## config.mk

```make
export PLATFORM = sky130hd
export DESIGN_NAME = muldiv_unit
export DESIGN_NICKNAME = d
export VERILOG_FILES = /design/src/rtl/muldiv_unit.sv
export SDC_FILE = /design/constraint.sdc
export NUM_CORES = 1
export LEC_CHECK = 0
export BUFFER_PORTS_ARGS = -buffer_cell sky130_fd_sc_hd__clkbuf_2
export CAP_MARGIN = 10
export CORE_MARGIN = 4
export CORE_UTILIZATION = 60
export CTS_BUF_LIST = sky130_fd_sc_hd__clkbuf_8 sky130_fd_sc_hd__clkbuf_16
export DETAILED_ROUTE_END_ITERATION = 16
export HOLD_SLACK_MARGIN = 0.03
export PLACE_DENSITY = 0.81
export SYNTH_ARGS = -nofsm -noshare
export SYNTH_HDL_FRONTEND = slang
export SYNTH_SLANG_ARGS = --single-unit
export TNS_END_PERCENT = 5
```

## constraint.sdc

```tcl
create_clock -name clk -period 4.15 [get_ports clk]
set_input_delay 0.415 -clock clk [delete_from_list [all_inputs] [get_ports clk]]
set_output_delay 0.415 -clock clk [all_outputs]
set_load 0.03 [all_outputs]
```

## src/rtl/muldiv_unit.sv

```systemverilog
// ============================================================================
// Module  : muldiv_unit
// Brief   : Multi-cycle unsigned multiply (shift-add) / divide (restoring) unit
// Revision: 1.0 - initial release
// ============================================================================
`default_nettype none

module muldiv_unit #(
    parameter int W = 16
) (
    input  logic         clk,
    input  logic         reset,
    input  logic         start_in,
    input  logic [1:0]   op_in,
    input  logic [W-1:0] a_in,
    input  logic [W-1:0] b_in,
    output logic         busy_out,
    output logic         done_out,
    output logic [W-1:0] result_out
);

    localparam int                 c_cnt_w = (W > 1) ? $clog2(W) : 1;
    localparam logic [1:0]         c_idle  = 2'd0;
    localparam logic [1:0]         c_calc  = 2'd1;
    localparam logic [1:0]         c_done  = 2'd2;
    localparam logic [c_cnt_w-1:0] c_last  = c_cnt_w'(W - 1);

    logic [1:0]         r_state;
    logic [1:0]         w_state_nxt;
    logic [c_cnt_w-1:0] r_count;
    logic [1:0]         r_op;
    logic [W-1:0]       r_opnd;     // multiplicand for MUL, divisor for DIV
    logic [W:0]         r_hi;       // product high half / partial remainder
    logic [W-1:0]       r_lo;       // multiplier bits / dividend-then-quotient
    logic [W-1:0]       r_result;

    logic               w_accept;
    logic               w_last;
    logic [W:0]         w_mul_sum;
    logic [W:0]         w_shift;
    logic [W+1:0]       w_diff;
    logic               w_borrow;
    logic [W:0]         w_hi_nxt;
    logic [W-1:0]       w_lo_nxt;
    logic [W-1:0]       w_result_nxt;

    assign w_accept = start_in && ((r_state == c_idle) || (r_state == c_done));
    assign w_last   = (r_count == c_last);

    // Shift-add step: add the multiplicand when the current multiplier bit is
    // set, then shift the whole {hi, lo} product right by one.
    assign w_mul_sum = r_hi + (r_lo[0] ? {1'b0, r_opnd} : {(W+1){1'b0}});

    // Restoring step: the extra top bit of w_diff captures the borrow, so a
    // zero divisor never borrows and yields all-ones quotient, remainder = a.
    assign w_shift  = {r_hi[W-1:0], r_lo[W-1]};
    assign w_diff   = {1'b0, w_shift} - {2'b00, r_opnd};
    assign w_borrow = w_diff[W+1];

    always_comb begin
        w_hi_nxt     = r_hi;
        w_lo_nxt     = r_lo;
        w_result_nxt = r_result;
        if (r_op[1]) begin
            w_hi_nxt = w_borrow ? w_shift : w_diff[W:0];
            w_lo_nxt = {r_lo[W-2:0], ~w_borrow};
        end else begin
            w_hi_nxt = {1'b0, w_mul_sum[W:1]};
            w_lo_nxt = {w_mul_sum[0], r_lo[W-1:1]};
        end
        case (r_op)
            2'b00:   w_result_nxt = w_lo_nxt;
            2'b01:   w_result_nxt = w_hi_nxt[W-1:0];
            2'b10:   w_result_nxt = w_lo_nxt;
            default: w_result_nxt = w_hi_nxt[W-1:0];
        endcase
    end

    always_ff @(posedge clk) begin
        if (reset) begin
            r_state <= c_idle;
        end else begin
            r_state <= w_state_nxt;
        end
    end

    always_comb begin
        w_state_nxt = r_state;
        case (r_state)
            c_idle:  if (start_in) w_state_nxt = c_calc;
            c_calc:  if (w_last)   w_state_nxt = c_done;
            c_done:  w_state_nxt = start_in ? c_calc : c_idle;
            default: w_state_nxt = c_idle;
        endcase
    end

    always_ff @(posedge clk) begin
        if (reset) begin
            r_count  <= '0;
            r_op     <= '0;
            r_opnd   <= '0;
            r_hi     <= '0;
            r_lo     <= '0;
            r_result <= '0;
        end else if (w_accept) begin
            r_count <= '0;
            r_op    <= op_in;
            r_opnd  <= op_in[1] ? b_in : a_in;
            r_hi    <= '0;
            r_lo    <= op_in[1] ? a_in : b_in;
        end else if (r_state == c_calc) begin
            r_count <= r_count + c_cnt_w'(1);
            r_hi    <= w_hi_nxt;
            r_lo    <= w_lo_nxt;
            if (w_last) begin
                r_result <= w_result_nxt;
            end
        end
    end

    assign busy_out   = (r_state == c_calc);
    assign done_out   = (r_state == c_done);
    assign result_out = r_result;

endmodule

`default_nettype wire

```

* Word level (Yosys, flattened, before mapping)
Index checks and enable logic that the tools add are counted.
** Operators by class
- Add/subtract/negate cells :: 3
- Equal/unequal tests :: 6
- Mux-type cells :: 13
- Bitwise logic cells :: 2
- Reductions and logical operators :: 9
** Operators with widths (number)
- $mux 16 :: 7
- $mux 17 :: 2
- $sub 17x16->18 :: 1
- $add 17x16->17 :: 1
- $pmux 2 s3 :: 1
- $add 4x1->4 const B :: 1
- $eq 2x2->1 const B :: 2
- $eq 4x4->1 const B :: 1
- $logic_not 2->1 :: 2
- $mux 2 :: 2
- $reduce_or 2->1 :: 2
- $reduce_and 3->1 :: 1
- $eq 2x1->1 const B :: 1
- $ne 2x1->1 const B :: 1
- $ne 2x2->1 const B :: 1
- $not 1->1 :: 2
- $reduce_and 2->1 :: 1
- $reduce_bool 2->1 :: 1
- $logic_and 1x1->1 :: 1
- $logic_or 1x1->1 :: 1
- $mux 1 :: 1
** Storage, ports and cells
- Register bits after elaboration :: 73
- Bits of input ports :: 37

* Depth between registers and ports, before layout
- Word-level depth :: 5
- Depth in mapped cells :: 12
- Gate-level depth less buffers :: 11

* Worst setup path after synthesis
No wires, ideal clock.
- Path type :: reg-to-reg
- From :: register r_lo[0]
- To :: register r_hi[14]
- Library setup time :: 0.071 ns
- Arrival time :: 2.849 ns
- Required time :: 4.079 ns
- Setup slack :: 1.230 ns
- Stages on the path, launching flop included :: 12
- Path buffers :: 1
- Clock period less this slack :: 2.920 ns
- Cell sequence :: dfxtp_1 -> clkbuf_1 -> and2_1 -> ha_1 -> a2111oi_0 -> o21ai_0 -> a2111oi_0 -> nor3_1 -> a311oi_1 -> mux2i_1 -> nand4_1 -> a21oi_1
** On the way
- Longest elaborated chain between the ends :: 3
** RTL lines
- from (decl) :: line 34 : logic [W-1:0] r_lo;
- from (signal assigned) :: line 110 : r_lo <= op_in[1] ? a_in : b_in;
- from (signal assigned) :: line 114 : r_lo <= w_lo_nxt;
- $mux 16 :: line 52 : assign w_mul_sum = r_hi + (r_lo[0] ? {1'b0, r_opnd} : {(W+1){1'b0}});
- $add 17x16->17 :: line 52
- $mux 17 :: line 64 : if (r_op[1]) begin
- to (signal assigned) :: line 113 : r_hi <= w_hi_nxt;
- to (decl) :: line 33 : logic [W:0] r_hi;
No other way between the ends.
A chain may end at the register's enable or synchronous reset.

* Final worst setup path
Same ends and word-level chain as after synthesis.

==> qor.yml <==
status: "complete, no violations"
die-area_um2: 10700
synth_compound_area_share_pct: 24.5
p_clk_share_pct: 34.3
worst_pin_slew_ps: 1060
clk_path_buf_depth: 2
numCtsBuffers: 9
drv_slew: 0
rows: 34
p_leak_nw: 2.64
grt_util_all_layers_pct: 31.2
num_antenna_cells: 0
worst_skew_pair.late_latency_ps: 360
rr_startpoint: "r_lo[0]"
synth_top_area_cell: "dfxtp_1"
cp_slowest_stage_delay_ps: 670
hpwl_um: 12100
synth.area.mux_share_pct: 12.8
vias_per_cell: 6.60
synthTopCellsByArea: "dfxtp_1, mux2i_1, ha_1, nor2_1, a21oi_1"
synth_cell_types: 60
synth-xor-area-share_pct: 3.84
post_cts_buffers: 0
setup.worst_path.start: "r_lo[0]"
synth_cells: 687
ant_nets: 0
synthArstFlopShare_pct: 0
skew_ps: 15.9
finalCritPeriodShare_pct: 85.6
finalSetupTns_ps: 0
timing.max_cap.violations: 0
crit_slowest_cell: "dfxtp_1"
path_class: "flip-flop to flip-flop"
drive_gt1_share_pct: 14.3
synth_top_family_by_area: "compound AO/OA/AOI/OAI gates"
synthToLayoutAreaGrowth_pct: 9.56
syn-num-nets: 759
cts_sinks: 73
placed_cells: 810
cts_tree: "built"
cts.repair.resized: 0
grt_overflow: 0
path_clk_slew_ps: 90
crit_path_end_kind: "flip-flop"
cp_top_family: "compound AO/OA/AOI/OAI gates"
postSynthAreaPerCell_um2: 7.96
setup_viol: 0
fin_util_pct: 68.1
power.switching_mw: 0.696
coreArea_um2: 8810
numPortBuffers: 54
worstRegToRegCells: 10
clockRootBuffer: "clkbuf_8"
r2r-end: "r_hi[14]"
vdd_drop_max_uv: 196
holdBufCountCts: 0
max_freq_ghz: 0.281
arrival_ps: 3820
drc: 0
crit_path_frequent_cell: "a2111oi_0"
synthesis.area_um2: 5470
nets: 785
swShare_pct: 33.0
yosysTopAreaCellShare_pct: 26.7
power_density_nw_per_um2: 351
seqPwrFrac_pct: 37.2
wl_per_cell_um: 19.8
min_path_type: "input pin to flip-flop"
path_buf_inv: 0
antenna_found_initial: 0
gp_congestion: 0.961
die_w_um: 103
grt_pass1_wl_um: 25700
ys.flop_type: "dfxtp_1"
critPathLaunchType: "flip-flop"
required_ps: 4420
grt_max_degree: 55
hold_violations: 0
max_slew_margin_pct: 29.1
cp-endpoint: "r_hi[14]"
synth-simple-area-share_pct: 18.7
htreeDepth: 3
instances_no_fill: 826
first_pass_iters: 8
drt_first_iter_violations: 473
internal_power_mw: 1.41
cp_max_fo: 18
seq_area_frac_synth_pct: 26.7
yosys.area_share.adder_pct: 8.28
crit_chain: "and2_1 -> ha_1 -> a2111oi_0 -> o21ai_0 -> a2111oi_0 -> nor3_1 -> a311oi_1 -> mux2i_1 -> nand4_1 -> a21oi_1"
place_ws_ps: 777
setup_ws_ps: 596
power_frac_comb_pct: 28.5
start_util_pct: 62.1
grt_setup_unrepaired: "no"
reg2reg_slack_ps: 600
wirelength_um: 16400
dieHeight_um: 103
ys_warn_count: 0
period_needed_ps: 3550
dr_total_vias: 5455
synth_seq_cells: 73
ios: 55
cp.depth: 10
grt_pass1_vias: 5010
synth_edf_count: 0
## metal layers
layer	GRT usage [%]	vias up	routed length, um
met5	0	-	0
met4	12.3	0	571
met3	5.63	52	1370
met2	51.8	297	7840
met1	40.2	2544	6560
li1	-	2562	-
## through the flow
stage                     power (mW)  hold WS, ps  instance area, um2
after CTS                       2.10          273                5990
final                           2.11          278                5990
after floorplan                 1.23          454                5470
after global placement          1.37          444                5740
after detailed placement        1.38          449                5740
after global routing            2.19          293                5990
## worst min path at each step
stage                   startpoint        endpoint  slack (ps)  depth (start not counted)
CTS                       op_in[0]         r_op[0]         270                          3
global route              op_in[0]         r_op[0]         290                          3
floorplan               r_count[1]      r_count[1]         450                          2
detailed placement  result_out[10]  result_out[10]         450                          2
global placement    result_out[10]  result_out[10]         440                          2
finish                    op_in[0]         r_op[0]         280                          3
## cells in the mapped netlist, types with 11 or more instances
cell type and count:
a211oi_1 30, a21o_1 14, a21oi_1 52, a221oi_1 11, and2_1 17, clkbuf_1 35
dfxtp_1 73, ha_1 33, inv_1 25, mux2_2 13, mux2i_1 49, nand2_1 41
nor2_1 99, nor3_1 16, o21ai_0 26, xnor2_1 14
## sequential cells by signal, summed over array words and instances (netlist names)
signal / count
r_count: 4
r_lo: 16
r_hi: 17
result_out: 16
r_opnd: 16
r_op: 2
r_state: 2
## power by group through the flow
stage | clock network, mW | logic [mW] | registers, mW
after floorplan | 0 | 0.454 | 0.775
after CTS | 0.725 | 0.590 | 0.782
final | 0.722 | 0.600 | 0.784
after detailed placement | 0 | 0.585 | 0.798
after global placement | 0 | 0.571 | 0.796
after global routing | 0.746 | 0.652 | 0.788
## placed cells by master (no fill, tap or decap), types with 11 or more instances in the layout
cell type  synthesis  layout
nor2_1            99      99
dfxtp_1           73      72
clkbuf_2           0      54
a21oi_1           52      52
mux2i_1           49      49
nand2_1           41      41
ha_1              33      33
a211oi_1          30      30
inv_1             25      26
o21ai_0           26      26
and2_1            17      17
nor3_1            16      16
a21o_1            14      14
xnor2_1           14      14
mux2_2            13      13
a221oi_1          11      11
clkbuf_8           0      11
## cells by family (layout without fill, tap and decap cells)
family                   after synthesis  after routing
AND/OR/NAND/NOR                      223            223
AO/OA/AOI/OAI                        197            197
flip-flops                            73             73
buffers and inverters                 70            101
multiplexers                          65             65
adder cells (fa/ha/maj)               35             35
XOR/XNOR                              24             24
## worst register-to-register path, stage by stage (launching register included)
cell       delay [ps]
dfxtp_1           670
and2_1            220
ha_1              280
a2111oi_0         400
o21ai_0           270
a2111oi_0         500
nor3_1            200
a311oi_1          370
mux2i_1           270
nand4_1           120
a21oi_1           180
## layout make-up
class / instances / area, um2
clock inverter: 5 / 103
timing repair buffer: 60 / 315
sequential: 73 / 1460
inverter: 25 / 93.8
multi-input combinational: 544 / 3730
clock buffer: 11 / 151
tap: 108 / 135
fill: 741 / 2810
No activity file was read; power rests on OpenSTA's default activity.
